--- src/rtl/result_collector_arbiter_pkg.sv ---
// Shared types and constants for the result collector: default widths,
// source-tag width helper and the {src_id, payload} fifo entry layout.
package result_collector_arbiter_pkg;

  localparam int NUM_REQ_DEF = 4;
  localparam int DATA_W_DEF  = 40;

  function automatic int id_w(input int n);
    return (n > 1) ? $clog2(n) : 1;
  endfunction

  localparam int ID_W_DEF = id_w(NUM_REQ_DEF);

  typedef struct packed {
    logic [ID_W_DEF-1:0]   src_id;
    logic [DATA_W_DEF-1:0] payload;
  } result_t;

endpackage

--- src/rtl/result_collector_arbiter_if.sv ---
// Core-side handshake plus downstream fifo write port. The master modport is
// the arbiter's view; slave is the cores/fifo environment.
interface result_collector_arbiter_if
  import result_collector_arbiter_pkg::*;
#(
  parameter int NUM_REQ        = NUM_REQ_DEF,
  parameter int DATA_W         = DATA_W_DEF,
  parameter int FIFO_ADDR_BITS = 3
);
  localparam int ID_W = id_w(NUM_REQ);

  logic [NUM_REQ-1:0]        req_valid;
  logic [NUM_REQ*DATA_W-1:0] req_data;
  logic [NUM_REQ-1:0]        req_ready;
  logic [FIFO_ADDR_BITS:0]   fifo_count;
  logic                      fifo_wen;
  logic [ID_W+DATA_W-1:0]    fifo_wdata;

  modport master (
    input  req_valid, req_data, fifo_count,
    output req_ready, fifo_wen, fifo_wdata
  );

  modport slave (
    output req_valid, req_data, fifo_count,
    input  req_ready, fifo_wen, fifo_wdata
  );
endinterface

--- src/rtl/result_collector_arbiter_rr_pick.sv ---
// Combinational round-robin pick: first set request at or after ptr, wrapping
// explicitly so non-power-of-two request counts never yield an out-of-range id.
module result_collector_arbiter_rr_pick #(
  parameter int NUM_REQ = 4,
  parameter int ID_W    = 2
) (
  input  logic [NUM_REQ-1:0] req,
  input  logic [ID_W-1:0]    ptr,
  output logic [NUM_REQ-1:0] grant,
  output logic [ID_W-1:0]    idx,
  output logic               any
);
  int c;

  always_comb begin
    grant = '0;
    idx   = '0;
    any   = 1'b0;
    c     = 0;
    for (int k = 0; k < NUM_REQ; k++) begin
      c = int'(ptr) + k;
      if (c >= NUM_REQ) c = c - NUM_REQ;
      if (!any && req[c]) begin
        any      = 1'b1;
        idx      = ID_W'(c);
        grant[c] = 1'b1;
      end
    end
  end
endmodule

--- src/rtl/result_collector_arbiter.sv ---
// Round-robin merge of NUM_REQ result streams into one fifo through a single
// registered write stage; each entry carries its source index.
module result_collector_arbiter
  import result_collector_arbiter_pkg::*;
#(
  parameter int NUM_REQ        = NUM_REQ_DEF,
  parameter int DATA_W         = DATA_W_DEF,
  parameter int FIFO_ADDR_BITS = 3
) (
  input  logic                       clock,
  input  logic                       reset,
  input  logic                       enable,
  result_collector_arbiter_if.master bus,
  output logic [31:0]                accept_cnt,
  output logic                       idle
);
  localparam int ID_W  = id_w(NUM_REQ);
  localparam int CNT_W = FIFO_ADDR_BITS + 2;
  localparam logic [CNT_W-1:0] DEPTH = CNT_W'(2 ** FIFO_ADDR_BITS);

  logic [ID_W-1:0]    ptr;
  logic [ID_W-1:0]    pick_idx;
  logic [NUM_REQ-1:0] pick_grant;
  logic               pick_any;
  logic [CNT_W-1:0]   occ;
  logic               can_issue;
  logic               take;

  result_collector_arbiter_rr_pick #(.NUM_REQ(NUM_REQ), .ID_W(ID_W)) u_pick (
    .req   (bus.req_valid),
    .ptr   (ptr),
    .grant (pick_grant),
    .idx   (pick_idx),
    .any   (pick_any)
  );

  // The in-flight write is counted as occupied; fifo reads are only seen via fifo_count.
  assign occ       = CNT_W'(bus.fifo_count) + CNT_W'(bus.fifo_wen);
  assign can_issue = enable && (occ < DEPTH);
  assign take      = can_issue && pick_any && !reset;

  assign bus.req_ready = take ? pick_grant : '0;
  assign idle          = !(|bus.req_valid) && !bus.fifo_wen;

  always_ff @(posedge clock or posedge reset) begin
    if (reset) begin
      bus.fifo_wen   <= 1'b0;
      bus.fifo_wdata <= '0;
      accept_cnt     <= '0;
      ptr            <= '0;
    end else begin
      bus.fifo_wen <= take;
      if (take) begin
        bus.fifo_wdata <= {pick_idx, bus.req_data[int'(pick_idx)*DATA_W +: DATA_W]};
        ptr            <= (pick_idx == ID_W'(NUM_REQ - 1)) ? '0 : pick_idx + ID_W'(1);
        accept_cnt     <= accept_cnt + 32'd1;
      end
    end
  end
endmodule

--- src/flat_wrapper.sv ---
// flat-port wrapper written by rule: the top's interface ports become plain ports
module result_collector_arbiter_flat import result_collector_arbiter_pkg::*;
#(
  parameter int NUM_REQ        = NUM_REQ_DEF,
  parameter int DATA_W         = DATA_W_DEF,
  parameter int FIFO_ADDR_BITS = 3
)
  (clock, reset, enable, accept_cnt, idle, bus_req_valid, bus_req_data, bus_fifo_count, bus_req_ready, bus_fifo_wen, bus_fifo_wdata);
  result_collector_arbiter_if #(.NUM_REQ(NUM_REQ), .DATA_W(DATA_W), .FIFO_ADDR_BITS(FIFO_ADDR_BITS)) bus_i ();
  input  logic clock;
  input  logic reset;
  input  logic enable;
  output logic [31:0] accept_cnt;
  output logic idle;
  input wire logic [$bits(bus_i.req_valid)-1:0] bus_req_valid;
  input wire logic [$bits(bus_i.req_data)-1:0] bus_req_data;
  input wire logic [$bits(bus_i.fifo_count)-1:0] bus_fifo_count;
  output wire logic [$bits(bus_i.req_ready)-1:0] bus_req_ready;
  output wire logic [$bits(bus_i.fifo_wen)-1:0] bus_fifo_wen;
  output wire logic [$bits(bus_i.fifo_wdata)-1:0] bus_fifo_wdata;
  assign bus_i.req_valid = bus_req_valid;
  assign bus_i.req_data = bus_req_data;
  assign bus_i.fifo_count = bus_fifo_count;
  assign bus_req_ready = bus_i.req_ready;
  assign bus_fifo_wen = bus_i.fifo_wen;
  assign bus_fifo_wdata = bus_i.fifo_wdata;
  result_collector_arbiter #(.NUM_REQ(NUM_REQ), .DATA_W(DATA_W), .FIFO_ADDR_BITS(FIFO_ADDR_BITS)) u_core (.clock(clock), .reset(reset), .enable(enable), .bus(bus_i), .accept_cnt(accept_cnt), .idle(idle));
endmodule
--- config.mk ---
export PLATFORM = sky130hd
export DESIGN_NAME = result_collector_arbiter_flat
export DESIGN_NICKNAME = d
export VERILOG_FILES = /design/src/rtl/result_collector_arbiter_pkg.sv /design/src/rtl/result_collector_arbiter_if.sv /design/src/rtl/result_collector_arbiter_rr_pick.sv /design/src/rtl/result_collector_arbiter.sv /design/src/flat_wrapper.sv
export SDC_FILE = /design/constraint.sdc
export NUM_CORES = 1
export LEC_CHECK = 0
export CORE_MARGIN = 4
export CORE_UTILIZATION = 40
export CTS_CLUSTER_DIAMETER = 100
export DETAILED_ROUTE_END_ITERATION = 6
export PLACE_DENSITY = 0.83
export SYNTH_ARGS = -nofsm -noshare
export SYNTH_HDL_FRONTEND = slang
export SYNTH_HIERARCHICAL = 1
export SYNTH_SLANG_ARGS = --single-unit
--- constraint.sdc ---
create_clock -name clock -period 3.93 [get_ports clock]
set_input_delay 0.786 -clock clock [delete_from_list [all_inputs] [get_ports clock]]
set_output_delay 0.786 -clock clock [all_outputs]
set_load 0.1 [all_outputs]
Word level (Yosys, flattened, before mapping)
Cells that the tools add are included.
{"block": "word_totals", "regBits": 77, "out_inout_bits": 80}
{"block": "classes", "multipliers": 1, "bitwise_logic": 3, "reduce_logical": 18, "shifts": 1, "n_lt_le_gt_ge": 13, "add_sub_neg": 10, "eq_ne": 1, "muxes": 38}
{"op": "indexed part select 160 x 32 -> 40 bit", "count": 1}
{"op": "greater-or-equal comparator 32 x 1 -> 1 bit (second input constant)", "count": 4}
{"op": "< comparator 32 x 4 -> 1 bit (second input constant)", "count": 4}
{"op": "two-way mux 32 bit", "count": 4}
{"op": "adder 32 x 1 -> 32 bit (second input constant)", "count": 1}
{"op": "two-way mux 4 bit", "count": 5}
{"op": "two-way mux 1 bit", "count": 16}
{"op": "OR 4 bit", "count": 3}
{"op": "subtractor 3 x 3 -> 4 bit (second input constant)", "count": 3}
{"op": "logical AND 1 bit", "count": 11}
{"op": "two-way mux 2 bit", "count": 5}
{"op": "greater-or-equal comparator 3 bit (second input constant)", "count": 3}
{"op": "binary-select mux 1 bit (select 2 bit)", "count": 4}
{"op": "demux 1 bit (select 2 bit)", "count": 4}
{"op": "adder 2 x 2 -> 3 bit (second input constant)", "count": 2}
{"op": "logical NOT 1 bit", "count": 6}
{"op": "adder 4 x 1 -> 5 bit", "count": 1}
{"op": "< comparator 5 x 4 -> 1 bit (second input constant)", "count": 1}
{"op": "multiplier 2 x 3 -> 5 bit (second input constant)", "count": 1}
{"op": "OR reduction 4 bit", "count": 1}
{"op": "subtractor 2 x 3 -> 4 bit (second input constant)", "count": 1}
{"op": "adder 2 x 1 -> 3 bit (second input constant)", "count": 1}
{"op": "greater-or-equal comparator 2 x 3 -> 1 bit (second input constant)", "count": 1}
{"op": "adder 2 x 1 -> 2 bit (second input constant)", "count": 1}
{"op": "equality test 2 bit (second input constant)", "count": 1}

Logic depth before layout (Yosys ltp)
{"block": "depth", "word_depth": 18, "mapped_depth": 13}

Hierarchy
Netlist, hierarchy kept.
{"mod": "result_collector_arbiter", "cells_per_inst": 372, "seq_area_each_um2": 1926.8, "n_inst": 1, "area_each_um2": 4170.2}
{"mod": "result_collector_arbiter_rr_pick", "cells_per_inst": 48, "seq_area_each_um2": 0.0, "n_inst": 1, "area_each_um2": 460.4}

Worst setup path before layout
OpenSTA, ideal clock, no wires.
{"block": "synth_timing", "path_kind": "reg2out", "startpoint": "reg u_core.ptr[0]", "endpoint": "out bus_req_ready[0]", "stages_incl_launch_ff": 10, "arrival_time_ns": 2.724, "n_path_buf": 2, "path_slack_ns": 0.420, "path_cell_list": "dfrtp_1 buf_6 inv_1 ha_1 mux4_2 buf_6 nor4b_4 a22oi_1 o21ai_0 and3_1"}
{"element": "start, declared", "line_no": "result_collector_arbiter.sv:21", "text": "logic [ID_W-1:0] ptr;"}
{"element": "start signal, assigned", "line_no": "result_collector_arbiter.sv:55", "text": "ptr <= (pick_idx == ID_W'(NUM_REQ - 1)) ? '0 : pick_idx + ID_W'(1);"}
{"element": "branches (longest 14 deep; another with greater-or-equal comparator 32 x 1 -> 1 bit)"}
{"element": "two-way mux 4 bit *", "line_no": "result_collector_arbiter_rr_pick.sv:23", "text": "if (!any && req[c]) begin"}
{"element": "via u_core.pick_grant[0]", "line_no": "result_collector_arbiter.sv:23", "text": "logic [NUM_REQ-1:0] pick_grant;"}
{"element": "two-way mux 4 bit *", "line_no": "result_collector_arbiter.sv:42", "text": "assign bus.req_ready = take ? pick_grant : '0;"}
{"element": "end, declared", "line_no": "flat_wrapper.sv:18", "text": "output wire logic [$bits(bus_i.req_ready)-1:0] bus_req_ready;"}
Mark *: on every way through the listed nets, which the timed path passes. The select of a mux whose other input is x is not followed.

Final worst setup path
{"block": "layout_timing", "startpoint": "in bus_req_valid[3]", "endpoint": "out bus_req_ready[3]"}
{"element": "start, declared", "line_no": "flat_wrapper.sv:15", "text": "input wire logic [$bits(bus_i.req_valid)-1:0] bus_req_valid;"}
{"element": "binary-select mux 1 bit (select 2 bit)", "line_no": "result_collector_arbiter_rr_pick.sv:23"}
{"element": "two-way mux 1 bit (implied by the code) (2 in series)", "line_no": "result_collector_arbiter_rr_pick.sv:23"}
{"element": "two-way mux 1 bit", "line_no": "result_collector_arbiter_rr_pick.sv:23"}
{"element": "logical NOT 1 bit", "line_no": "result_collector_arbiter_rr_pick.sv:23"}
{"element": "logical AND 1 bit", "line_no": "result_collector_arbiter_rr_pick.sv:23"}
{"element": "two-way mux 1 bit", "line_no": "result_collector_arbiter_rr_pick.sv:23"}
{"element": "logical NOT 1 bit", "line_no": "result_collector_arbiter_rr_pick.sv:23"}
{"element": "logical AND 1 bit", "line_no": "result_collector_arbiter_rr_pick.sv:23"}
{"element": "two-way mux 1 bit", "line_no": "result_collector_arbiter_rr_pick.sv:23"}
{"element": "logical NOT 1 bit", "line_no": "result_collector_arbiter_rr_pick.sv:23"}
{"element": "logical AND 1 bit", "line_no": "result_collector_arbiter_rr_pick.sv:23"}
{"element": "two-way mux 4 bit *", "line_no": "result_collector_arbiter_rr_pick.sv:23"}
{"element": "via u_core.pick_grant[3]", "line_no": "result_collector_arbiter.sv:23"}
{"element": "two-way mux 4 bit *", "line_no": "result_collector_arbiter.sv:42"}
Mark *: on every way through the listed nets, which the timed path passes. The rest lies on a longest branch. The select of a mux whose other input is x is not followed.

==> reports/metrics.yaml <==
status:
  status: "completed"
layout:
  area_delta_synth_final_pct: 66.0
  layout-drive-gt1-share_pct: 14.7
  multiInputGateArea_sq_um: 2580
  fin_cells: 818
  finalInstanceArea_sq_um: 7680
  fillers: 830
  ff_latch_area_sq_um: 1930
  finalNetCount: 850
critical_path:
  start_kind: "input pin"
  regToRegEndpoint: "u_core/bus.fifo_wdata[5]"
  cp_max_fo: 8
  critPathKind: "in -> out"
  r2r_start: "u_core/ptr[0]"
  endpoint_kind: "primary output"
  rrSetupSlack_ns: 0.42
  cp-startpoint: "bus_req_valid[3]"
  worstPathArrival_ns: 3.00
  reg2reg_depth: 8
  cp.required_ns: 3.14
timing:
  slew_headroom_pct: 24.8
  post-route-period-util_pct: 96.3
  setup_viol: 0
  rsz0062_at_grt: "no"
  maxSlewViolCount: 0
  layout_min_cycle_time_ns: 3.78
  fmax_mhz: 264
  clock_skew_ns: 0.0104
  hold_viol_final: 0
  tightest_slew_ns: 1.13
yosys:
  ys.warnings.count: 6
  synth_edf_count: 0
  syn_area_sq_um: 4630
  synth-async-reset-ratio_pct: 100
  synth-seq-cells: 77
  ys.flop_type: "dfrtp_1"
  yosysSeqAreaShare_pct: 41.6
  synth_cell_types: 46
  syn_inst: 420
  syn_nets: 601
  avgSynthCellArea_sq_um: 11.0
routing:
  wirelength_mm: 15.9
  dr.pass1.iters: 5
  ant_nets: 0
  drt_iter0_markers: 422
  route.detailed.drc: 0
  vias: 4406
  vias_per_cell: 5.39
  wl_per_cell_microns: 19.4
die:
  fp.dieH_microns: 116
  fp.coreArea_sq_um: 11400
  die_w_microns: 116
  rows: 39
  io_pins: 251
  start_util_pct: 40.7
  dieArea_sq_um: 13400
power:
  netSwitchingFraction_pct: 50.8
  combPwrFrac_pct: 67.0
  pwr-share-clk_pct: 14.1
  power_leakage_nw: 3.28
  power.density_nw_per_um2: 830
  p_sw_mw: 3.24
  power_frac_seq_pct: 18.9
  internal_power_mw: 3.14
  ir_drop_mv: 0.636
hold_path:
  min_path_type: "reg -> reg"
  min_path_cells: 2
  hp-start: "u_core/bus.fifo_wdata[27]"
  hold_end: "u_core/bus.fifo_wdata[27]"
placed_design:
  gp_congestion: 0.852
  dp.final_hpwl_mm: 12.6
  port_buffers: 250
  dp.cells: 801
  post_dp_cell_area_sq_um: 7350
clock_network:
  cts_made_buffers: 9
  clock_path_buffers: 2
  cts_hold_buf: 0
  root_buffer: "clkbuf_16"
  cts_tree: "built"
  cts.htree.levels: 3
  clock_latency_ns: 0.33
  path_clk_slew_ns: 0.07
  clock_sinks: 77
run:
  cap_viol_max_count: 0
global_route:
  grt.total_usage_pct: 23.4
  antenna_found_initial: 1
  grt-ovfl-total: 0
  grt_start_max_net_pins: 51
  grt_pass1_vias: 4448
  grt_pass1_wl_mm: 24.1
## through the flow
step	hold slack, ns	total power [mW]	setup slack [ns]	utilization (%)	setup TNS (ns)
5_1_grt	0.504	6.70	0.00851	67.6	0
3_3_place_gp	0.457	5.43	0.0992	64.7	0
2_1_floorplan	0.566	4.45	0.420	-	0
4_1_cts	0.478	6.40	0.0488	67.5	0
6_report	0.474	6.38	0.147	67.6	0
3_5_place_dp	0.462	5.50	-0.0699	64.7	-1.89
## state kept, by name, indices dropped and copies added (netlist names)
name	flops
u_core/accept_cnt	32
u_core/bus.fifo_wdata	42
u_core/bus.fifo_wen	1
u_core/ptr	2
## cell type report
| cell class | count | area share, % |
|---|---|---|
| multi-input combinational | 312 | 33.6 |
| sequential | 77 | 25.1 |
| clock inverter | 7 | 1.27 |
| clock buffer | 9 | 2.93 |
| antenna | 1 | 0.0326 |
| inverter | 8 | 0.407 |
| tap | 143 | 2.33 |
| timing repair buffer | 261 | 34.3 |
## cell usage in the layout, fill, tap and decap left out, drive strengths merged, types with 2 or more instances in the layout
| master | netlist | final |
|---|---|---|
| mux4 | 44 | 44 |
| clkinv | 0 | 2 |
| inv | 8 | 9 |
| nor4b | 2 | 2 |
| bufinv | 0 | 2 |
| dfrtp | 77 | 77 |
| ha | 10 | 10 |
| and3 | 11 | 11 |
| clkbuf | 10 | 9 |
| and4 | 2 | 2 |
| nand3 | 10 | 10 |
| mux2 | 2 | 2 |
| a22oi | 8 | 8 |
| buf | 13 | 16 |
| nand4 | 17 | 17 |
| clkinvlp | 0 | 2 |
| clkdlybuf4s50 | 0 | 244 |
| xnor2 | 25 | 25 |
| and2 | 2 | 2 |
| o21ai | 5 | 5 |
| or4 | 2 | 2 |
| nand2 | 143 | 143 |
| nor3 | 4 | 4 |
| o31ai | 2 | 2 |
| xor2 | 6 | 6 |
| nor2 | 8 | 8 |
## synthesized netlist by cell type (all sizes together) (2+ instances only)
cell type  count  area (sq um)
mux2           2          22.5
nand4         17           143
clkbuf        10          37.5
xor2           6          52.6
o31ai          2          15.0
nand2        143           537
mux4          44          1000
and3          11          71.3
nor4b          2          32.5
nand3         10          62.6
or4            2          18.8
and4           2          18.8
xnor2         25           226
inv            8          30.0
a22oi          8          60.1
dfrtp         77          1930
nor3           4          20.0
o21ai          5          25.0
and2           2          15.0
buf           13          71.3
nor2           8          42.5
ha            10           125
## power groups by stage
stage / clock network (mW) / registers (mW) / logic [mW]
6_report: 0.898 / 1.21 / 4.27
5_1_grt: 0.951 / 1.24 / 4.51
4_1_cts: 0.907 / 1.20 / 4.29
3_5_place_dp: 0 / 1.21 / 4.29
3_3_place_gp: 0 / 1.20 / 4.22
2_1_floorplan: 0 / 2.79 / 1.66
## metal layers
| layer | global-route usage (%) | part of all wire, % | up-vias |
|---|---|---|---|
| li1 | - | - | 2007 |
| met1 | 29.1 | 37 | 2137 |
| met2 | 40.2 | 52 | 238 |
| met3 | 6.58 | 9.1 | 24 |
| met4 | 6.42 | 2.2 | 0 |
| met5 | 0 | 0 | - |
## cell families (layout without fill, tap and decap cells)
| logic type | count (synthesis) | count (layout) | synth area share, % |
|---|---|---|---|
| xor+xnor | 31 | 31 | 6.03 |
| flops | 77 | 77 | 41.6 |
| fa+ha+maj | 10 | 10 | 2.70 |
| simple gates | 205 | 205 | 21.5 |
| mux | 47 | 47 | 22.3 |
| other cells | 0 | 1 | 0 |
| buf+inv | 31 | 285 | 3.00 |
| compound gates | 19 | 19 | 2.84 |
## worst max-delay path, cell delays in order
cell and delay (ns):
clkdlybuf4s50_1 0.50, mux4_2 0.55, buf_4 0.20, nor4b_4 0.34, a22oi_1 0.11, o21ai_0 0.11
and3_1 0.23, buf_12 0.18
## timing repair
action                     CTS  global route
setup endpoints to repair    0             4
resized for setup            0             4
setup buffers                0             0
## worst max-delay path by stage
stage | to | slack [ns] | depth (start not counted)
2_1_floorplan | bus_req_ready[0] | 0.42 | 9
6_report | bus_req_ready[3] | 0.15 | 8
3_5_place_dp | u_core/bus.fifo_wdata[11] | -0.07 | 7
3_3_place_gp | u_core/bus.fifo_wdata[2] | 0.1 | 7
4_1_cts | bus_req_ready[2] | 0.05 | 7
5_1_grt | bus_req_ready[2] | 0.009 | 9
No activity file was read; power rests on OpenSTA's default activity.
